--- src/rtl/ps2_keyboard_rx.sv ---
// PS/2 device-to-host receiver: glitch-filtered clock, 11-bit frame check, timeout resync, FWFT FIFO.
// Optional macro PS2_MAKEBREAK_EN folds E0/F0 prefix bytes into bits [9:8] of the following code.
module ps2_keyboard_rx #(
  parameter int unsigned ADDR_W  = 3,
  parameter int unsigned FILTER  = 8,
  parameter int unsigned TIMEOUT = 50000
) (
  input  logic              clk,
  input  logic              clrn,
  input  logic              ps2_clk,
  input  logic              ps2_data,
  input  logic              rdn,
  output logic [9:0]        data,
  output logic              ready,
  output logic              full,
  output logic [ADDR_W:0]   level,
  output logic              overflow,
  output logic              parity_err,
  output logic              frame_err
);

  localparam int unsigned Depth = 1 << ADDR_W;
  localparam int unsigned FW    = (FILTER > 2) ? $clog2(FILTER) : 1;
  localparam int unsigned TW    = $clog2(TIMEOUT + 1);
  localparam logic [FW-1:0]     FiltMax  = FW'(FILTER - 1);
  localparam logic [TW-1:0]     TmoMax   = TW'(TIMEOUT);
  localparam logic [ADDR_W:0]   LevelMax = (ADDR_W + 1)'(Depth);

  typedef enum logic [1:0] {StIdle, StRecv, StCheck} state_t;

  logic          clk_s1, clk_s2, dat_s1, dat_s2;
  logic          filt_q, filt_prev;
  logic [FW-1:0] filt_cnt;
  logic          sample;

  state_t        state;
  logic [3:0]    bit_idx;
  logic [TW-1:0] tmo_cnt;
  logic [9:0]    shreg;
  logic          frame_ok;
  logic          push_req;
  logic [9:0]    push_word;

  logic [9:0]        mem [Depth];
  logic [ADDR_W-1:0] wr_ptr, rd_ptr;
  logic              pop, do_push;

  // Input synchronisers and ps2_clk glitch filter.
  always_ff @(posedge clk) begin
    if (!clrn) begin
      clk_s1    <= 1'b1;
      clk_s2    <= 1'b1;
      dat_s1    <= 1'b1;
      dat_s2    <= 1'b1;
      filt_q    <= 1'b1;
      filt_prev <= 1'b1;
      filt_cnt  <= '0;
    end else begin
      clk_s1    <= ps2_clk;
      clk_s2    <= clk_s1;
      dat_s1    <= ps2_data;
      dat_s2    <= dat_s1;
      filt_prev <= filt_q;
      if (clk_s2 == filt_q) begin
        filt_cnt <= '0;
      end else if (filt_cnt == FiltMax) begin
        filt_q   <= clk_s2;
        filt_cnt <= '0;
      end else begin
        filt_cnt <= filt_cnt + 1'b1;
      end
    end
  end

  assign sample = filt_prev & ~filt_q;

  // Odd parity: data bits and parity bit together must XOR to 1.
  assign frame_ok = shreg[9] & (^shreg[8:0]);

`ifdef PS2_MAKEBREAK_EN
  logic ext_pend, brk_pend;
  logic is_prefix;

  assign is_prefix = (shreg[7:0] == 8'hE0) || (shreg[7:0] == 8'hF0);
  assign push_req  = (state == StCheck) && frame_ok && !is_prefix;
  assign push_word = {ext_pend, brk_pend, shreg[7:0]};
`else
  assign push_req  = (state == StCheck) && frame_ok;
  assign push_word = {2'b00, shreg[7:0]};
`endif

  always_ff @(posedge clk) begin
    if (!clrn) begin
      state      <= StIdle;
      bit_idx    <= '0;
      tmo_cnt    <= '0;
      shreg      <= '0;
      parity_err <= 1'b0;
      frame_err  <= 1'b0;
`ifdef PS2_MAKEBREAK_EN
      ext_pend   <= 1'b0;
      brk_pend   <= 1'b0;
`endif
    end else begin
      parity_err <= 1'b0;
      frame_err  <= 1'b0;
      case (state)
        StIdle: begin
          if (sample && !dat_s2) begin
            state   <= StRecv;
            bit_idx <= '0;
            tmo_cnt <= '0;
          end
        end
        StRecv: begin
          if (sample) begin
            shreg   <= {dat_s2, shreg[9:1]};
            tmo_cnt <= '0;
            if (bit_idx == 4'd9) state <= StCheck;
            else                 bit_idx <= bit_idx + 1'b1;
          end else if (tmo_cnt == TmoMax) begin
            frame_err <= 1'b1;
            state     <= StIdle;
`ifdef PS2_MAKEBREAK_EN
            ext_pend  <= 1'b0;
            brk_pend  <= 1'b0;
`endif
          end else begin
            tmo_cnt <= tmo_cnt + 1'b1;
          end
        end
        StCheck: begin
          state <= StIdle;
          if (!shreg[9]) begin
            frame_err <= 1'b1;
          end else if (!(^shreg[8:0])) begin
            parity_err <= 1'b1;
          end
`ifdef PS2_MAKEBREAK_EN
          if (!frame_ok) begin
            ext_pend <= 1'b0;
            brk_pend <= 1'b0;
          end else if (shreg[7:0] == 8'hE0) begin
            ext_pend <= 1'b1;
          end else if (shreg[7:0] == 8'hF0) begin
            brk_pend <= 1'b1;
          end else begin
            ext_pend <= 1'b0;
            brk_pend <= 1'b0;
          end
`endif
        end
        default: state <= StIdle;
      endcase
    end
  end

  assign ready   = (level != '0);
  assign full    = (level == LevelMax);
  assign pop     = ~rdn & ready;
  // A push into a full FIFO only lands if a pop frees a slot in the same cycle.
  assign do_push = push_req & (~full | pop);
  assign data    = mem[rd_ptr];

  always_ff @(posedge clk) begin
    if (clrn && do_push) mem[wr_ptr] <= push_word;
  end

  always_ff @(posedge clk) begin
    if (!clrn) begin
      wr_ptr   <= '0;
      rd_ptr   <= '0;
      level    <= '0;
      overflow <= 1'b0;
    end else begin
      if (do_push) wr_ptr <= wr_ptr + 1'b1;
      if (pop)     rd_ptr <= rd_ptr + 1'b1;
      case ({do_push, pop})
        2'b10:   level <= level + 1'b1;
        2'b01:   level <= level - 1'b1;
        default: level <= level;
      endcase
      if (pop)                   overflow <= 1'b0;
      else if (push_req && full) overflow <= 1'b1;
    end
  end

endmodule

--- config.mk ---
export PLATFORM = sky130hd
export DESIGN_NAME = ps2_keyboard_rx
export DESIGN_NICKNAME = d
export VERILOG_FILES = /design/src/rtl/ps2_keyboard_rx.sv
export SDC_FILE = /design/constraint.sdc
export NUM_CORES = 1
export LEC_CHECK = 0
export CORE_MARGIN = 4
export CORE_UTILIZATION = 54
export CTS_BUF_LIST = sky130_fd_sc_hd__clkbuf_16
export DETAILED_ROUTE_END_ITERATION = 8
export HOLD_SLACK_MARGIN = 0.15
export PLACE_DENSITY = 0.84
export REMOVE_ABC_BUFFERS = 1
export SLEW_MARGIN = 40
export SYNTH_ARGS = -nofsm -noshare
export SYNTH_HDL_FRONTEND = slang
export SYNTH_SLANG_ARGS = --single-unit
--- constraint.sdc ---
create_clock -name clk -period 3.1 [get_ports clk]
set_input_delay 0.775 -clock clk [delete_from_list [all_inputs] [get_ports clk]]
set_output_delay 0.775 -clock clk [all_outputs]
set_load 0.005 [all_outputs]
; After elaboration in Yosys (flattened, before gate mapping)
; Memories as Yosys holds them, arrays and structs flattened. A register that Yosys moved wholly into a read port is not among the register bits.
; Cells that the tools add are included.
[totals]
ff_bits = 54
ram_bits = 64
in_bits = 5
elab_cells = 91
mem_count = 1
[mem_list]
columns = memory, depth, word_bits, read_ports, rd_clocked_by_memory_dff, wr, line
row1 = mem, 8, 8, 1, 1, 1, 44  ; logic [9:0] mem [Depth];
[op_classes]
addsub = 7
n_eq_ne = 15
mux = 23
bitwise_logic = 10
reduce_logical = 18
[ops]
columns = op, n
row1 = $mux 16, 3
row2 = $pmux 16 s2, 1
row3 = $add 16x1->16 const B, 1
row4 = $eq 16x16->1 const B, 1
row5 = $pmux 4 s2, 2
row6 = $mux 4, 3
row7 = $add 3x1->3 const B, 3
row8 = $ne 3x3->1 const B, 3
row9 = $reduce_and 3->1, 3
row10 = $reduce_xor 9->1, 1
row11 = $add 4x1->4 const B, 2
row12 = $eq 4x4->1 const B, 2
row13 = $mux 2, 4
row14 = $mux 1, 6
row15 = $mux 3, 2
row16 = $ne 2x2->1 const B, 3
row17 = $not 1->1, 5
row18 = $and 1x1->1, 4
row19 = $eq 2x1->1 const B, 2
row20 = $eq 2x2->1 const B, 2
row21 = $logic_and 1x1->1, 4
row22 = $pmux 2 s2, 1
row23 = $reduce_and 2->1, 2
row24 = $reduce_and 4->1, 1
row25 = other kinds (11), 12

; Logic depth before layout (Yosys ltp)
; Gate-level depths: netlist (run 1).
[depth]
depth_word = 7
ltp_mapped = 13

; Worst setup path before layout (run 1)
; No wires, ideal clock.
[synth_path]
path_type = register -> register
from = register shreg[4]
to = register level[3]
t_arrival_ns = 2.731
required_time_ns = 2.966
path_slack_ns = 0.235
path_stages_with_launch = 11
path_buffers = 0
synth_period_minus_slack_ns = 2.865
path_cell_list = dfxtp_1 > xor2_1 > xnor3_1 > mux2i_2 > nand2_1 > inv_1 > ha_1 > a21o_1 > a21oi_1 > a2111oi_0 > or4_1
[synth_via]
elab_chain_len = 6
[synth_lines]
columns = element, line
row1 = "start, declared", 39  ; logic [9:0] shreg;
row2 = "start signal, assigned", 117  ; shreg <= {dat_s2, shreg[9:1]};
row3 = $reduce_xor 9->1 *, 78  ; assign frame_ok = shreg[9] & (^shreg[8:0]);
row4 = $and 1x1->1 *, 78
row5 = $logic_and 1x1->1 *, 88  ; assign push_req = (state == StCheck) && frame_ok;
row6 = $and 1x1->1 *, 162  ; assign do_push = push_req & (~full | pop);
row7 = $eq 2x1->1 or $eq 2x2->1 (tied branches), 178  ; case ({do_push, pop})
row8 = $pmux 4 s2 or $reduce_bool 2->1 (tied branches), n/a
row9 = "end signal, assigned", 179  ; 2'b10: level <= level + 1'b1;
row10 = "end signal, assigned", 180  ; 2'b01: level <= level - 1'b1;
row11 = "end signal, assigned", 181  ; default: level <= level;
row12 = "end, declared", 16  ; output logic [ADDR_W:0] level,
; Mark *: on every way between the ends. The rest lies on a longest branch, timed or not.
; A chain may end at the register's enable or synchronous reset.

==> results of run 1 <==
==> worst reg2reg max path, delay by kind of cell (launching register included) <==
kind | cells | cell delay [ps]
buf+inv | 1 | 90
compound gates | 3 | 470
fa+ha+maj | 1 | 230
xor+xnor | 2 | 710
simple gates | 2 | 630
flops | 1 | 350
mux | 1 | 230
==> kinds of logic (layout without fill, tap and decap cells) <==
| family | after synthesis | after routing | share of synthesized area [%] |
|---|---|---|---|
| compound gates | 47 | 47 | 5.784 |
| xor+xnor | 17 | 17 | 3.356 |
| fa+ha+maj | 14 | 14 | 3.475 |
| buf+inv | 31 | 89 | 2.619 |
| flops | 121 | 121 | 58.27 |
| mux | 45 | 45 | 12.74 |
| other cells | 1 | 2 | 0.07134 |
| simple gates | 138 | 138 | 13.69 |
==> placed cells by master (no fill, tap or decap), types with 2 or more instances in the layout <==
cell,count
edfxtp_1,64
dfxtp_1,55
nor2_1,35
nand2_1,29
clkdlybuf4s50_1,21
buf_4,21
mux2i_1,19
a21oi_1,18
clkbuf_16,17
mux4_2,16
inv_1,15
nand2b_1,13
ha_1,13
nor3_1,12
nand3_1,12
xnor2_1,11
mux2_2,8
or3_1,7
o21ai_0,7
or4_1,5
clkinv_1,5
xor2_1,4
o31ai_1,4
a211oi_1,4
clkinv_4,4
and2_1,3
nor4_1,3
nor2b_1,3
nand3b_1,3
a2111oi_0,3
clkinvlp_4,3
xnor3_1,2
o21a_1,2
a22oi_1,2
conb_1,2
dfxtp_2,2
==> repair_timing <==
| item | in CTS | in global routing |
|---|---|---|
| setup endpoints to repair | 7 | 8 |
| hold endpoints to repair | 0 | 0 |
| gates resized for setup | 1 | 5 |
==> worst max path at each step <==
stage / startpoint / end / depth (start not counted)
after floorplan: shreg[4]$_SDFFE_PN0P_ / level[3]$_SDFFE_PN0P_ / 10
after global placement: rdn / level[3]$_SDFFE_PN0P_ / 9
after detailed placement: rdn / level[3]$_SDFFE_PN0P_ / 9
after CTS: flip-flop / data[2] / 4
after global routing: flip-flop / data[2] / 4
final: flip-flop / data[2] / 4
==> through the flow <==
stage          util (%)  worst slack [ps]  power (µW)
5_1_grt           66.92             8.461        3797
6_report          66.92             105.0        3659
2_1_floorplan         -             229.6        1852
4_1_cts           66.76             19.11        3694
3_3_place_gp      60.99             238.7        1929
3_5_place_dp      60.99             168.5        1936
==> power by group through the flow <==
stage / Clock [µW] / Sequential, µW / Combinational, µW
after CTS: 1790 / 1690 / 212
after global placement: 0 / 1730 / 203
after global routing: 1870 / 1700 / 234
after detailed placement: 0 / 1730 / 209
final: 1750 / 1700 / 213
after floorplan: 0 / 1740 / 112
==> registers in the layout (all words and copies together), names as in the netlist, named ones only <==
register    count
bit_idx         4
clk_s1          1
clk_s2          1
dat_s1          1
dat_s2          1
filt_cnt        3
filt_prev       1
filt_q          1
frame_err       1
level           4
mem            64
overflow        1
parity_err      1
rd_ptr          3
shreg          10
state           2
tmo_cnt        16
wr_ptr          3
==> layer usage <==
layer	share of wire, %	vias up	global-route usage [%]
li1	-	1618	-
met1	42	1667	22.56
met2	54	61	34.71
met3	3.3	9	4.937
met4	0.71	0	5.205
met5	0	-	0
==> final cells by class <==
type | instances | area [µm²]
Multi-Input combinational cell | 263 | 2063
Tap cell | 129 | 161.4
Inverter | 15 | 56.30
Fill cell | 688 | 3100
Clock buffer | 17 | 425.4
Clock inverter | 14 | 111.4
Sequential cell | 121 | 3065
Timing Repair Buffer | 43 | 387.9
==> flow_metrics.tcl, run 1 <==
set metrics [dict create \
    tritoncts "built" \
    r2r_cells 10 \
    finalCritPeriodShare_pct 96.61 \
    grt_pass1_wl_mm 16.99 \
    synth_ff_type "edfxtp_1" \
    worstPathMaxFanout 16 \
    p_sw_uw 771.3 \
    nNetsFinal 480 \
    synthCells 414 \
    hold_path.startpoint "dat_s1$_SDFF_PN1_" \
    slowest_delay_ps 530 \
    area_delta_synth_final_pct 19.30 \
    slew_headroom_pct 60.50 \
    start_util_pct 56.09 \
    p_per_area_nw_per_um2 583.5 \
    cts_hold_buf 0 \
    cp_top_family "multiplexers" \
    final-setup-viol-count 0 \
    clkTransAtPathRegs_ps 50 \
    pwr-share-seq_pct 46.3 \
    wl_per_cell_um 16.81 \
    r2r-start "shreg[4]$_SDFFE_PN0P_" \
    ctsHtreeMaxLevel 4 \
    grt_max_degree 17 \
    dieArea_um2 11380 \
    ioPinCount 24 \
    stdcell_count 602 \
    final_area_um2 6271 \
    cp.required_ps 2320 \
    ant_nets 0 \
    path_cells "buf_12, mux4_2, mux2_2, clkdlybuf4s50_1" \
    clk_latency_ps 400 \
    place_hpwl_mm 6.420 \
    r2r-end "level[3]$_SDFFE_PN0P_" \
    critPathLaunchType "flip-flop" \
    antenna_found_initial 0 \
    viasPerCell 5.573 \
    ys_ff_latch 121 \
    max_cap_viol_count 0 \
    yosysMostFrequentCell "edfxtp_1" \
    grt_use_total_pct 19.18 \
    hold_path.class "reg -> reg" \
    place_inst 571 \
    die_w_um 106.7 \
    max-vdd-ir-drop_v 0.0003851 \
    cp-end-kind "primary output" \
    synthTopCellsByArea "edfxtp_1, dfxtp_1, mux4_2" \
    synth_area_per_cell_um2 12.70 \
    yosysTopAreaCellShare_pct 36.56 \
    yosysTopAreaCell "edfxtp_1" \
    drive_gt1_share_pct 17.97 \
    internal-power_uw 2888 \
    clockPowerShare_pct 47.9 \
    grt.overflow.total 0 \
    swShare_pct 21.08 \
    outcome "finished, final reports clean" \
    routed-via-count 3355 \
    grt_pass1_vias 3431 \
    clock_path_buffers 2 \
    ctsRootBufferMaster "clkbuf_16" \
    wl_mm 10.12 \
    post_cts_buffers 0 \
    diodes 0 \
    synth.cell_area_um2 5256 \
    arrival_ps 2220 \
    final_hold_viol_count 0 \
    p_leak_uw 0.002242 \
    hold_slack_ps 413.5 \
    synth_common_cells "edfxtp_1, dfxtp_1, nor2_1" \
    drv_slew 0 \
    place_area_um2 5715 \
    yosysWarnings 0 \
    ys_types 56 \
    tns_ps 0 \
    synth_seq_area_share_pct 58.27 \
    cp_num_buf_inv 2 \
    std_cell_rows 35 \
    pwr-share-comb_pct 5.8 \
    drtPass1Iterations 4 \
    place_congestion 0.8127 \
    min_path_cells 1 \
    core_area_um2 9371 \
    path_class "reg -> out" \
    cts_buffers 17 \
    skew_ps 8.332 \
    clock_sinks 121 \
    fin_crit_ps 2995 \
    rsz0062_at_grt "no" \
    slowest_stage "mux4_2" \
    worstHoldEndpoint "dat_s2$_SDFF_PN1_" \
    die_h_um 106.7 \
    synth_async_sr_flop_share_pct 0 \
    drc 0 \
    port_buffers 21 \
    rrSetupSlack_ps 280 \
    drtIter0Drc 120 \
    max_freq_mhz 333.9 \
    tightest_slew_ps 591.1 \
    synth-edff-count 64 \
]
(Power assumes the default switching activity.)
==> run 2, diff against run 1 <==
--- a/config.mk
+++ b/config.mk
@@ -10,7 +10,7 @@
 export CTS_BUF_LIST = sky130_fd_sc_hd__clkbuf_16
 export DETAILED_ROUTE_END_ITERATION = 8
 export HOLD_SLACK_MARGIN = 0.15
-export PLACE_DENSITY = 0.84
+export PLACE_DENSITY_LB_ADDON = 0.12
 export REMOVE_ABC_BUFFERS = 1
 export SLEW_MARGIN = 40
 export SYNTH_ARGS = -nofsm -noshare
==> run 2 against run 1 <==
Effect of this change: count of clock-buffer cells in the layout did not move; clock power rose by 12%; highest routed layer unchanged; flip-flop and latch count did not move; fmax rose by 0.30%; first-iteration DRC count rose by 18%; worst setup slack improved by 9.0 ps; critical endpoint is now data[5].
==> flow_metrics.tcl, run 2 (synthesis results as in run 1) <==
set metrics [dict create \
    nNetsFinal 482 \
    multiInputGateArea_um2 2059 \
    grtUsageMet2_pct 30.94 \
    wl_per_cell_um 15.62 \
    grt_use_total_pct 18.00 \
    ctsHtreeMaxLevel 4 \
    grt_pass1_wl_mm 16.01 \
    final_hold_viol_count 0 \
    place_hpwl_mm 6.194 \
    tritoncts "built" \
    most-common-layout-cells "edfxtp_1, dfxtp_1, nor2_1" \
    cts_buffers 17 \
    pwr-share-seq_pct 43.9 \
    cp.required_ps 2320 \
    finalCritPeriodShare_pct 96.32 \
    drive_gt1_share_pct 18.70 \
    routed-via-count 3304 \
    fill_cells 724 \
    internal-power_uw 3070 \
    grt_use_met3_pct 4.756 \
    cp_num_buf_inv 2 \
    slowest_stage "mux4_2" \
    rsz0062_at_grt "no" \
    drtPass1Iterations 4 \
    top_regs "mem (64), tmo_cnt (16), shreg (10)" \
    path_cells "buf_12, mux4_2, mux2_2, clkdlybuf4s50_1" \
    grtUsageMet1_pct 22.74 \
    top_register "mem" \
    std_cell_rows 35 \
    mostFrequentLayoutCell "edfxtp_1" \
    ioPinCount 24 \
    p_per_area_nw_per_um2 608.9 \
    drc 0 \
    outcome "finished, final reports clean" \
    max_freq_mhz 334.9 \
    drtIter0Drc 141 \
    port_buffers 21 \
    cp-end-kind "primary output" \
    grt_pass1_vias 3235 \
    p_total_uw 3864 \
    die_h_um 106.7 \
    final-setup-viol-count 0 \
    wl_mm 9.449 \
    diodes 0 \
    grt_max_degree 27 \
    slowest_delay_ps 520 \
    dieArea_um2 11380 \
    pwr-share-comb_pct 5.4 \
    cp_top_family "multiplexers" \
    path_class "reg -> out" \
    grt.busiest_layer "met2" \
    post_cts_buffers 0 \
    critPathLaunchType "flip-flop" \
    stdcell_count 605 \
    area_delta_synth_final_pct 20.73 \
    place_inst 573 \
    p_leak_uw 0.002294 \
    slew_headroom_pct 59.92 \
    swShare_pct 20.55 \
    max-vdd-ir-drop_v 0.0004757 \
    clock_path_buffers 2 \
    grt.overflow.total 0 \
    regArea_um2 3063 \
    clock_sinks 121 \
    ctsRootBufferMaster "clkbuf_16" \
    max_cap_viol_count 0 \
    clk_latency_ps 400 \
    clkTransAtPathRegs_ps 60 \
    tightest_slew_ps 596.3 \
    viasPerCell 5.461 \
    worstPathMaxFanout 16 \
    start_util_pct 56.09 \
    antenna_found_initial 0 \
    fin_crit_ps 2986 \
    p_sw_uw 794.0 \
    die_w_um 106.7 \
    tns_ps 0 \
    ant_nets 0 \
    largest_register_ffs 64 \
    place_congestion 0.7976 \
    post_cts_resize_count 0 \
    arrival_ps 2210 \
    cts_hold_buf 0 \
    skew_ps 10.05 \
    clockPowerShare_pct 50.7 \
    drv_slew 0 \
    core_area_um2 9371 \
    hold_path.class "reg -> reg" \
    utilization_pct 67.72 \
]
[run 2: metal layers]
metal	share of wire, %	wire (µm)
met3	3.7	351
met1	45	4278
met2	50	4754
met4	0.69	65
met5	0	0
[run 2: path summary, 6_finish.rpt]
| kind | depth (start not counted) | slack (ps) | to | startpoint |
|---|---|---|---|---|
| worst max-delay path | 4 | 110 | data[5] | flip-flop |
| worst min-delay path | 1 | 410 | dat_s2$_SDFF_PN1_ | dat_s1$_SDFF_PN1_ |
| worst max register to register | 10 | 210 | level[3]$_SDFFE_PN0P_ | shreg[4]$_SDFFE_PN0P_ |
| worst min register to register | 1 | 410 | dat_s2$_SDFF_PN1_ | dat_s1$_SDFF_PN1_ |
[run 2: power by group through the flow]
stage	combinational (µW)	sequential [µW]	clock (µW)
final	210	1700	1960
after global routing	230	1700	2090
after CTS	214	1700	2000
after detailed placement	211	1730	0
after global placement	211	1730	0
after floorplan	112	1740	0
[run 2: through the flow]
| step | setup slack [ps] | hold WS, ps | cell area [µm²] |
|---|---|---|---|
| after detailed placement | 161.4 | 397.2 | 5743 |
| after CTS | 86.32 | 412.3 | 6346 |
| after floorplan | 229.6 | 386.3 | 5179 |
| after global routing | 25.59 | 431.0 | 6346 |
| after global placement | 222.6 | 391.7 | 5743 |
| final | 114.0 | 407.9 | 6346 |
[run 2: worst reg2reg max path: stages, from the launching register on]
cell       delay, ps
dfxtp_1          330
xor2_1           160
xnor3_1          520
mux2i_2          260
nand2_1          120
inv_1             90
ha_1             230
a21o_1           170
a21oi_1          260
a2111oi_0        100
or4_1            510
[run 2: area by class of cell]
cell class                      count  area share (%)
Sequential cell                   121           48.26
Timing Repair Buffer               45           6.349
Multi-Input combinational cell    263           32.45
Tap cell                          129           2.543
Clock buffer                       17           6.703
Clock inverter                     15           2.800
Inverter                           15          0.8872
==> run 3, diff against run 2 <==
--- a/config.mk
+++ b/config.mk
@@ -5,6 +5,7 @@
 export SDC_FILE = /design/constraint.sdc
 export NUM_CORES = 1
 export LEC_CHECK = 0
+export ABC_AREA = 1
 export CORE_MARGIN = 4
 export CORE_UTILIZATION = 54
 export CTS_BUF_LIST = sky130_fd_sc_hd__clkbuf_16
==> run 3 against run 2 <==
Effect of this change: core utilization fell by 1.6 points; die area rose by 3.0%; flip-flop and latch count did not move; first-iteration DRC count rose by 49%; clock skew fell by 2.7 ps; count of clock-buffer cells in the layout did not move; critical path type unchanged; highest routed layer unchanged.
==> flow_metrics.tcl, run 3 <==
set metrics [dict create \
    outcome "finished, final reports clean" \
    yosysTopAreaCell "edfxtp_1" \
    synth_area_per_cell_um2 9.322 \
    synth.cell_area_um2 5425 \
    clockPowerShare_pct 53.8 \
    port_buffers 21 \
    swShare_pct 20.12 \
    clkTransAtPathRegs_ps 60 \
    grt_pass1_vias 3924 \
    ys_types 43 \
    synth_ff_type "edfxtp_1" \
    largest_register_ffs 64 \
    place_area_um2 5828 \
    grt_pass1_wl_mm 18.64 \
    tns_ps 0 \
    pwr-share-comb_pct 2.1 \
    synthCells 582 \
    grt.overflow.total 0 \
    hold_path.startpoint "clk_s1$_SDFF_PN1_" \
    tritoncts "built" \
    wl_per_cell_um 14.67 \
    yosysTopAreaCellShare_pct 35.42 \
    start_util_pct 55.50 \
    r2r-end "level[3]$_SDFFE_PN0P_" \
    rrSetupSlack_ps 510 \
    ctsRootBufferMaster "clkbuf_16" \
    top_regs "mem (64), tmo_cnt (16), shreg (10)" \
    synth_seq_area_share_pct 56.46 \
    final_hold_viol_count 0 \
    r2r_cells 20 \
    antenna_found_initial 0 \
    p_per_area_nw_per_um2 590.5 \
    pwr-share-seq_pct 44.1 \
    worstHoldEndpoint "clk_s2$_SDFF_PN1_" \
    diodes 0 \
    yosysWarnings 0 \
    drive_gt1_share_pct 15.17 \
    ant_nets 0 \
    fin_crit_ps 2974 \
    min_path_cells 1 \
    clock_path_buffers 2 \
    most-common-layout-cells "nor2_1, nand2_1, edfxtp_1" \
    drv_slew 0 \
    hold_path.class "reg -> reg" \
    final_area_um2 6460 \
    r2r-start "shreg[3]$_SDFFE_PN0P_" \
    final-setup-viol-count 0 \
    finalCritPeriodShare_pct 95.95 \
    slew_headroom_pct 59.19 \
    arrival_ps 2200 \
    grt_max_degree 24 \
    stdcell_count 766 \
    mostFrequentLayoutCell "nor2_1" \
    place_inst 734 \
    internal-power_uw 3047 \
    synth_async_sr_flop_share_pct 0 \
    cp.required_ps 2320 \
    cts_buffers 17 \
    yosysMostFrequentCell "nor2_1" \
    post_cts_buffers 0 \
    p_sw_uw 767.5 \
    utilization_pct 66.09 \
    max_cap_viol_count 0 \
    synth-edff-count 64 \
    clk_latency_ps 410 \
    std_cell_rows 36 \
    ctsHtreeMaxLevel 4 \
    drtPass1Iterations 5 \
    wl_mm 11.24 \
    skew_ps 7.343 \
    drtIter0Drc 210 \
    clock_sinks 121 \
    ys_ff_latch 121 \
    die_h_um 108.2 \
    synthTopCellsByArea "edfxtp_1, dfxtp_1, nor2_1" \
    critPathLaunchType "flip-flop" \
    routed-via-count 4051 \
    dieArea_um2 11710 \
    worstPathMaxFanout 14 \
    drc 0 \
    nNetsFinal 639 \
    p_leak_uw 0.002497 \
    max_freq_mhz 336.2 \
    hold_slack_ps 410.7 \
    max-vdd-ir-drop_v 0.0003449 \
    path_class "reg -> out" \
    place_congestion 0.8310 \
    viasPerCell 5.289 \
    core_area_um2 9774 \
    grt_use_total_pct 20.64 \
    place_hpwl_mm 7.632 \
    area_delta_synth_final_pct 19.07 \
    top_register "mem" \
    tightest_slew_ps 611.5 \
    ioPinCount 24 \
    cp-end-kind "primary output" \
    die_w_um 108.2 \
    synth_common_cells "nor2_1, nand2_1, edfxtp_1" \
]
run 3: changes by cell type in the layout (fill, tap and decap cells not counted), moves of 13 or more:
cell      before  now
nor2_1        35   88
o21ai_0        7   54
nand2_1       29   69
inv_1         15   54
mux2i_1       19    0
a21oi_1       19   37
mux4_2        16    0
nand2b_1      13    0
run 3: cell type report:
type                            count  area [µm²]
Timing Repair Buffer               35       319.1
Tap cell                          133       166.4
Sequential cell                   121        3063
Multi-Input combinational cell    379        2033
Clock inverter                     15       200.2
Fill cell                         807        3314
Inverter                           66       252.7
Clock buffer                       17       425.4
run 3: worst max-delay path by stage:
stage / start / to / slack (ps) / cells past startpoint
final: flip-flop / data[3] / 130 / 7
after global routing: flip-flop / data[0] / -5 / 6
after global placement: rdn / level[3]$_SDFFE_PN0P_ / 310 / 15
after floorplan: flip-flop / data[0] / 830 / 5
after detailed placement: rdn / level[3]$_SDFFE_PN0P_ / 190 / 15
after CTS: flip-flop / data[3] / 70 / 7
run 3: power groups by stage:
stage,Sequential [µW],Clock (µW),Combinational [µW]
after global routing,1680,2170,89.9
after detailed placement,1720,0,79.8
after floorplan,1720,0,51.9
after CTS,1680,2080,80.1
final,1680,2050,79.3
after global placement,1720,0,78.8
run 3: kinds of logic after synthesis:
kind of cell               share of synthesized area (%)
and+or+nand+nor                                    19.83
AOI/OAI and AO/OA                                  13.33
DFF                                                56.46
buffers and inverters                              6.135
adders and majority gates                          3.367
xor gates and xnor gates                          0.8072
other                                            0.06912
run 3: worst max-delay path, cell delays in order (launching register included):
cell and delay [ps]:
dfxtp_1 350, inv_4 140, buf_4 210, o21ai_0 110, o22ai_1 200, nor2_1 60
a31oi_1 160, clkdlybuf4s50_1 530
run 3: metal layers:
| layer | GRT usage, % | part of all wire [%] | routed length [µm] | up-vias |
|---|---|---|---|---|
| li1 | - | - | - | 2049 |
| met1 | 24.88 | 44 | 4913 | 1915 |
| met2 | 35.39 | 51 | 5695 | 66 |
| met3 | 6.149 | 3.8 | 432 | 21 |
| met4 | 6.943 | 1.7 | 194 | 0 |
| met5 | 0 | 0 | 0 | - |
run 3: through the flow:
| step | worst slack, ps | power, µW |
|---|---|---|
| final | 125.6 | 3814 |
| after CTS | 72.29 | 3839 |
| after floorplan | 827.9 | 1767 |
| after global routing | -5.272 | 3939 |
| after detailed placement | 192.6 | 1796 |
| after global placement | 313.8 | 1795 |
run 3: what timing repair did:
item	4_1_cts	5_1_grt
hold buffers	0	0
hold endpoints to repair	0	0
gates resized for setup	0	2
setup endpoints to repair	0	3
